File: config.mk
export PLATFORM = sky130hd
export DESIGN_NAME = rd_status_ctrl
export DESIGN_NICKNAME = d
export VERILOG_FILES = /design/src/rtl/fifo_pkg.sv /design/src/rtl/gray2bin.sv /design/src/rtl/rd_status_ctrl.sv
export SDC_FILE = /design/constraint.sdc
export NUM_CORES = 1
export LEC_CHECK = 0
export BUFFER_PORTS_ARGS = -buffer_cell sky130_fd_sc_hd__buf_2
export CORE_MARGIN = 2
export CORE_UTILIZATION = 45
export CTS_CLUSTER_SIZE = 20
export DETAILED_ROUTE_END_ITERATION = 6
export PLACE_DENSITY = 0.68
export SLEW_MARGIN = 30
export SYNTH_ARGS = -nofsm -noshare
export SYNTH_HDL_FRONTEND = slang
export SYNTH_HIERARCHICAL = 1
export SYNTH_SLANG_ARGS = --single-unit
File: constraint.sdc
create_clock -name rd_clk -period 4 [get_ports rd_clk]
set_input_delay 0.6 -clock rd_clk [delete_from_list [all_inputs] [get_ports rd_clk]]
set_output_delay 0.6 -clock rd_clk [all_outputs]
set_load 0.02 [all_outputs]
File: src/rtl/fifo_pkg.sv
// Gray/binary helpers shared by the read- and write-side FIFO status controllers.
package fifo_pkg;

  localparam int MAX_ADDR_SIZE = 16;
  localparam int FN_W = MAX_ADDR_SIZE + 1;

  function automatic logic [FN_W-1:0] bin2gray(input logic [FN_W-1:0] bin, input int width);
    logic [FN_W-1:0] g;
    g = (bin >> 1) ^ bin;
    for (int i = 0; i < FN_W; i++) begin
      if (i >= width) g[i] = 1'b0;
    end
    return g;
  endfunction

  // Bits above width are masked first so stray upper bits never leak into the prefix XOR.
  function automatic logic [FN_W-1:0] gray2bin(input logic [FN_W-1:0] gray, input int width);
    logic [FN_W-1:0] gm;
    logic [FN_W-1:0] b;
    gm = gray;
    for (int i = 0; i < FN_W; i++) begin
      if (i >= width) gm[i] = 1'b0;
    end
    b = '0;
    for (int i = 0; i < FN_W; i++) begin
      b[i] = ^(gm >> i);
    end
    return b;
  endfunction

endpackage

File: src/rtl/gray2bin.sv
// Gray-to-binary converter: each binary bit is the XOR of all Gray bits at or above it.
module gray2bin #(
  parameter int WIDTH = 5
) (
  input  logic [WIDTH-1:0] gray,
  output logic [WIDTH-1:0] bin
);

  always_comb begin
    bin = '0;
    for (int i = 0; i < WIDTH; i++) begin
      bin[i] = ^(gray >> i);
    end
  end

endmodule

File: src/rtl/rd_status_ctrl.sv
// Read-domain pointer/status controller for the async FIFO: pointers, empty,
// fill level, almost-empty, read-valid strobe and sticky underflow.
module rd_status_ctrl
  import fifo_pkg::*;
#(
  parameter  int ADDR_SIZE = 4,
  localparam int PTR_W     = ADDR_SIZE + 1
) (
  input  logic                 rd_clk,
  input  logic                 rd_rst,
  input  logic                 rd_inc,
  input  logic [PTR_W-1:0]     wr_q2_ptr,
  input  logic [PTR_W-1:0]     rd_ae_thresh,
  input  logic                 rd_underflow_clr,
  output logic [PTR_W-1:0]     rd_ptr,
  output logic [ADDR_SIZE-1:0] rd_addr,
  output logic                 rd_empty,
  output logic                 rd_almost_empty,
  output logic [PTR_W-1:0]     rd_level,
  output logic                 rd_valid,
  output logic                 rd_underflow
);

  if (ADDR_SIZE < 2 || ADDR_SIZE > MAX_ADDR_SIZE) begin : g_bad_addr_size
    $error("rd_status_ctrl: ADDR_SIZE must be in 2..16");
  end

  logic [PTR_W-1:0] rd_bin_q, rd_bin_d;
  logic [PTR_W-1:0] rd_ptr_q, rd_ptr_d;
  logic [PTR_W-1:0] rd_level_q, rd_level_d;
  logic             rd_empty_q, rd_empty_d;
  logic             rd_ae_q, rd_ae_d;
  logic             rd_valid_q, rd_valid_d;
  logic             rd_underflow_q, rd_underflow_d;
  logic [PTR_W-1:0] wr_bin;
  logic             accept;

  gray2bin #(.WIDTH(PTR_W)) u_wr_gray2bin (
    .gray (wr_q2_ptr),
    .bin  (wr_bin)
  );

  // Status is computed from the post-read pointer so a last-entry read raises empty on the same edge.
  always_comb begin
    accept         = rd_inc & ~rd_empty_q;
    rd_bin_d       = rd_bin_q + PTR_W'(accept);
    rd_ptr_d       = PTR_W'(bin2gray(FN_W'(rd_bin_d), PTR_W));
    rd_level_d     = wr_bin - rd_bin_d;
    rd_empty_d     = (rd_ptr_d == wr_q2_ptr);
    rd_ae_d        = (rd_level_d <= rd_ae_thresh);
    rd_valid_d     = accept;
    rd_underflow_d = (rd_inc & rd_empty_q) | (rd_underflow_q & ~rd_underflow_clr);
  end

  always_ff @(posedge rd_clk or posedge rd_rst) begin
    if (rd_rst) begin
      rd_bin_q       <= '0;
      rd_ptr_q       <= '0;
      rd_level_q     <= '0;
      rd_empty_q     <= 1'b1;
      rd_ae_q        <= 1'b1;
      rd_valid_q     <= 1'b0;
      rd_underflow_q <= 1'b0;
    end else begin
      rd_bin_q       <= rd_bin_d;
      rd_ptr_q       <= rd_ptr_d;
      rd_level_q     <= rd_level_d;
      rd_empty_q     <= rd_empty_d;
      rd_ae_q        <= rd_ae_d;
      rd_valid_q     <= rd_valid_d;
      rd_underflow_q <= rd_underflow_d;
    end
  end

  assign rd_ptr          = rd_ptr_q;
  assign rd_addr         = rd_bin_q[ADDR_SIZE-1:0];
  assign rd_empty        = rd_empty_q;
  assign rd_almost_empty = rd_ae_q;
  assign rd_level        = rd_level_q;
  assign rd_valid        = rd_valid_q;
  assign rd_underflow    = rd_underflow_q;

endmodule
==> results.json <==
{
  "synth_largest_area_cell": "dfrtp_1",
  "ys_ff_latch": 18,
  "clock_sinks": 18,
  "cts_buffers": 3,
  "synth_top_cell_area_share_pct": 37.3,
  "synth_cell_types": 29,
  "htreeDepth": 1,
  "synthesis.nets": 115,
  "cts_tree": "yes",
  "synthTopCellsByArea": "dfrtp_1, ha_1, xnor2_1, xor2_1, dfstp_2",
  "fp.dieH_um": 52.8,
  "root_buffer": "clkbuf_4",
  "hold_viol_final": 0,
  "maxCapViolCount": 0,
  "yosysWarnings": 6,
  "mappedNetlistArea_um2": 1070,
  "cts_setup_buffers": 0,
  "leakagePower_uw": 0.000632,
  "dp_cells": 149,
  "clockBufferDepth": 2,
  "drive_above_1_share_pct": 33.1,
  "hold-worst-slack_ps": 391,
  "worstHoldPathType": "primary input to asynchronous set/reset pin",
  "clk_pin_slew_ps": 90,
  "post-route-period-util_pct": 74.0,
  "vias_per_cell": 4.70,
  "tightestPinTransition_ps": 662,
  "numPortBuffers": 31,
  "drc": 0,
  "postRouteAntennaNets": 0,
  "postSynthCellCount": 92,
  "relSlewSlack_pct": 55.8,
  "critPathLaunchType": "flop",
  "layout.nets": 149,
  "finClkSkew_ps": 5.64,
  "coreArea_um2": 2230,
  "slowest_delay_ps": 560,
  "cp_cell_sequence": "and3b_1 -> ha_1 -> xnor2_1 -> inv_2 -> xnor2_1 -> xnor2_1 -> ha_1 -> o21a_1 -> o21a_1 -> o21a_1 -> o22ai_1",
  "antenna_found_initial": 0,
  "max_clock_freq_ghz": 0.338,
  "vias": 715,
  "wirelength_mm": 1.78,
  "drt_first_pass_iters": 2,
  "die-area_um2": 2790,
  "critPathKind": "flop to flop",
  "placed_area_um2": 1240,
  "syn2layout_area_growth_pct": 18.1,
  "critPathSlowestCell": "dfstp_2",
  "ios": 32,
  "grt_max_degree": 19,
  "seq_area_um2": 453,
  "fin_crit_ps": 2960,
  "diodes": 0,
  "postCtsHoldBufs": 0,
  "first_global_vias": 677,
  "crit_buf_inv": 1,
  "power_uw": 1290,
  "grt_pass1_wl_mm": 3.02,
  "final.setup.tns_ps": 0,
  "start_util_pct": 48.1,
  "post_drt_wl_per_cell_um": 11.7,
  "max-vdd-ir-drop_v": 0.000545,
  "die_x_um": 52.8,
  "stdcell_area_um2": 1270,
  "rows": 17,
  "critPathTopFamily": "XOR/XNOR gates",
  "critPathRequiredTime_ps": 4220,
  "gp_congestion": 0.748,
  "end_kind": "flop",
  "finalSetupViolations": 0,
  "syn_avg_cell_area_um2": 11.7,
  "status": "complete, no violations",
  "maxSlewViolCount": 0,
  "multiInputGateArea_um2": 557,
  "n_fill_cell": 209,
  "clk_latency_ps": 280,
  "rsz0062_at_grt": "no",
  "grt_use_total_pct": 15.6,
  "overflow": 0,
  "critPathMaxFanout": 5,
  "ctsResizeCount": 0,
  "finalNonFillerCells": 152,
  "dp_hpwl_mm": 1.47,
  "cp.arrival_ps": 3180,
  "first_iter_violations": 2,
  "power_density_nw_per_um2": 1020,
  "yosysSeqAreaShare_pct": 42.2
}
[layout make-up]
| type | count | area share [%] |
|---|---|---|
| inverter | 12 | 3.55 |
| sequential | 18 | 35.7 |
| tap | 28 | 2.76 |
| timing repair buffer | 31 | 12.2 |
| multi-input combinational | 60 | 43.9 |
| clock buffer | 3 | 1.78 |
[cells by family (layout without fill, tap and decap cells)]
group,Yosys count,after routing,synth area share [%]
flip-flops,18,18,42.2
AND/OR/NAND/NOR,17,17,9.21
AO/OA/AOI/OAI,8,8,6.06
multiplexers,1,1,0.932
XOR/XNOR,24,24,24.2
buffers and inverters,14,46,5.94
adder cells (fa/ha/maj),10,10,11.4
[stage by stage]
| stage | util, % | worst slack [ps] |
|---|---|---|
| 2_1_floorplan | - | 1120 |
| 3_3_place_gp | 55.7 | 844 |
| 3_5_place_dp | 55.7 | 789 |
| 4_1_cts | 56.8 | 1010 |
| 5_1_grt | 56.8 | 726 |
| 6_report | 56.8 | 1040 |
[placed cells by master (no fill, tap or decap), types with 2 or more instances in the layout]
master / instances
nand2_1: 3
xor2_1: 9
nor2b_1: 2
xnor2_1: 12
inv_1: 11
nand3_1: 3
dfstp_2: 2
nor3_1: 2
buf_2: 31
o21a_1: 3
dfrtp_1: 16
ha_1: 9
clkbuf_4: 3
nor2_1: 3
[final timing paths]
path | endpoint | from | depth (start not counted) | slack [ps]
setup / recovery | rd_almost_empty | rd_empty | 11 | 1040
hold / removal | rd_underflow | rd_rst | 2 | 390
setup reg to reg | rd_almost_empty | rd_empty | 11 | 1040
hold reg to reg | rd_underflow | rd_empty | 2 | 550
max in group asynchronous | rd_ptr[2] | rd_rst | 2 | 3180
min in group rd_clk | rd_underflow | rd_underflow_clr | 2 | 490
[Yosys cell counts]
library cell   n
nor2_1         3
or3_1          1
maj3_1         1
xnor2_1       12
inv_1         11
a2111oi_0      1
nor3_1         2
and3b_1        1
o22ai_1        1
ha_1           9
nand3_1        3
xor2_1         9
o21a_1         3
o21ai_0        1
dfstp_2        2
nor2b_1        2
buf_6          1
mux2i_1        1
nand2b_1       1
dfrtp_1       16
nand2_1        3
inv_2          1
xor3_1         1
buf_4          1
a2111oi_2      1
nand3_4        1
xor3_2         1
xor2_4         1
a21o_1         1
[flip-flops by register name, summed over array words and instances (netlist names)]
register and count:
rd_ptr 4, rd_bin_q 5, rd_valid 1, rd_underflow 1
rd_level 5, rd_empty 1, rd_almost_empty 1
[metal layers]
metal	global-route usage [%]	routed length (um)	vias up
met5	0	0	-
met4	8.97	31	0
met3	3.43	126	4
met2	24.2	779	21
met1	20.0	845	326
li1	-	-	364
[where the power goes]
part | total (uW) | leakage, uW | switching, uW | internal (uW)
registers | 342 | 0.000211 | 56.8 | 286
clock network | 85.1 | 0.0000138 | 50.2 | 35.0
logic | 864 | 0.000408 | 485 | 379
total | 1290 | 0.000632 | 592 | 699
No activity file was read; power rests on OpenSTA's default activity.
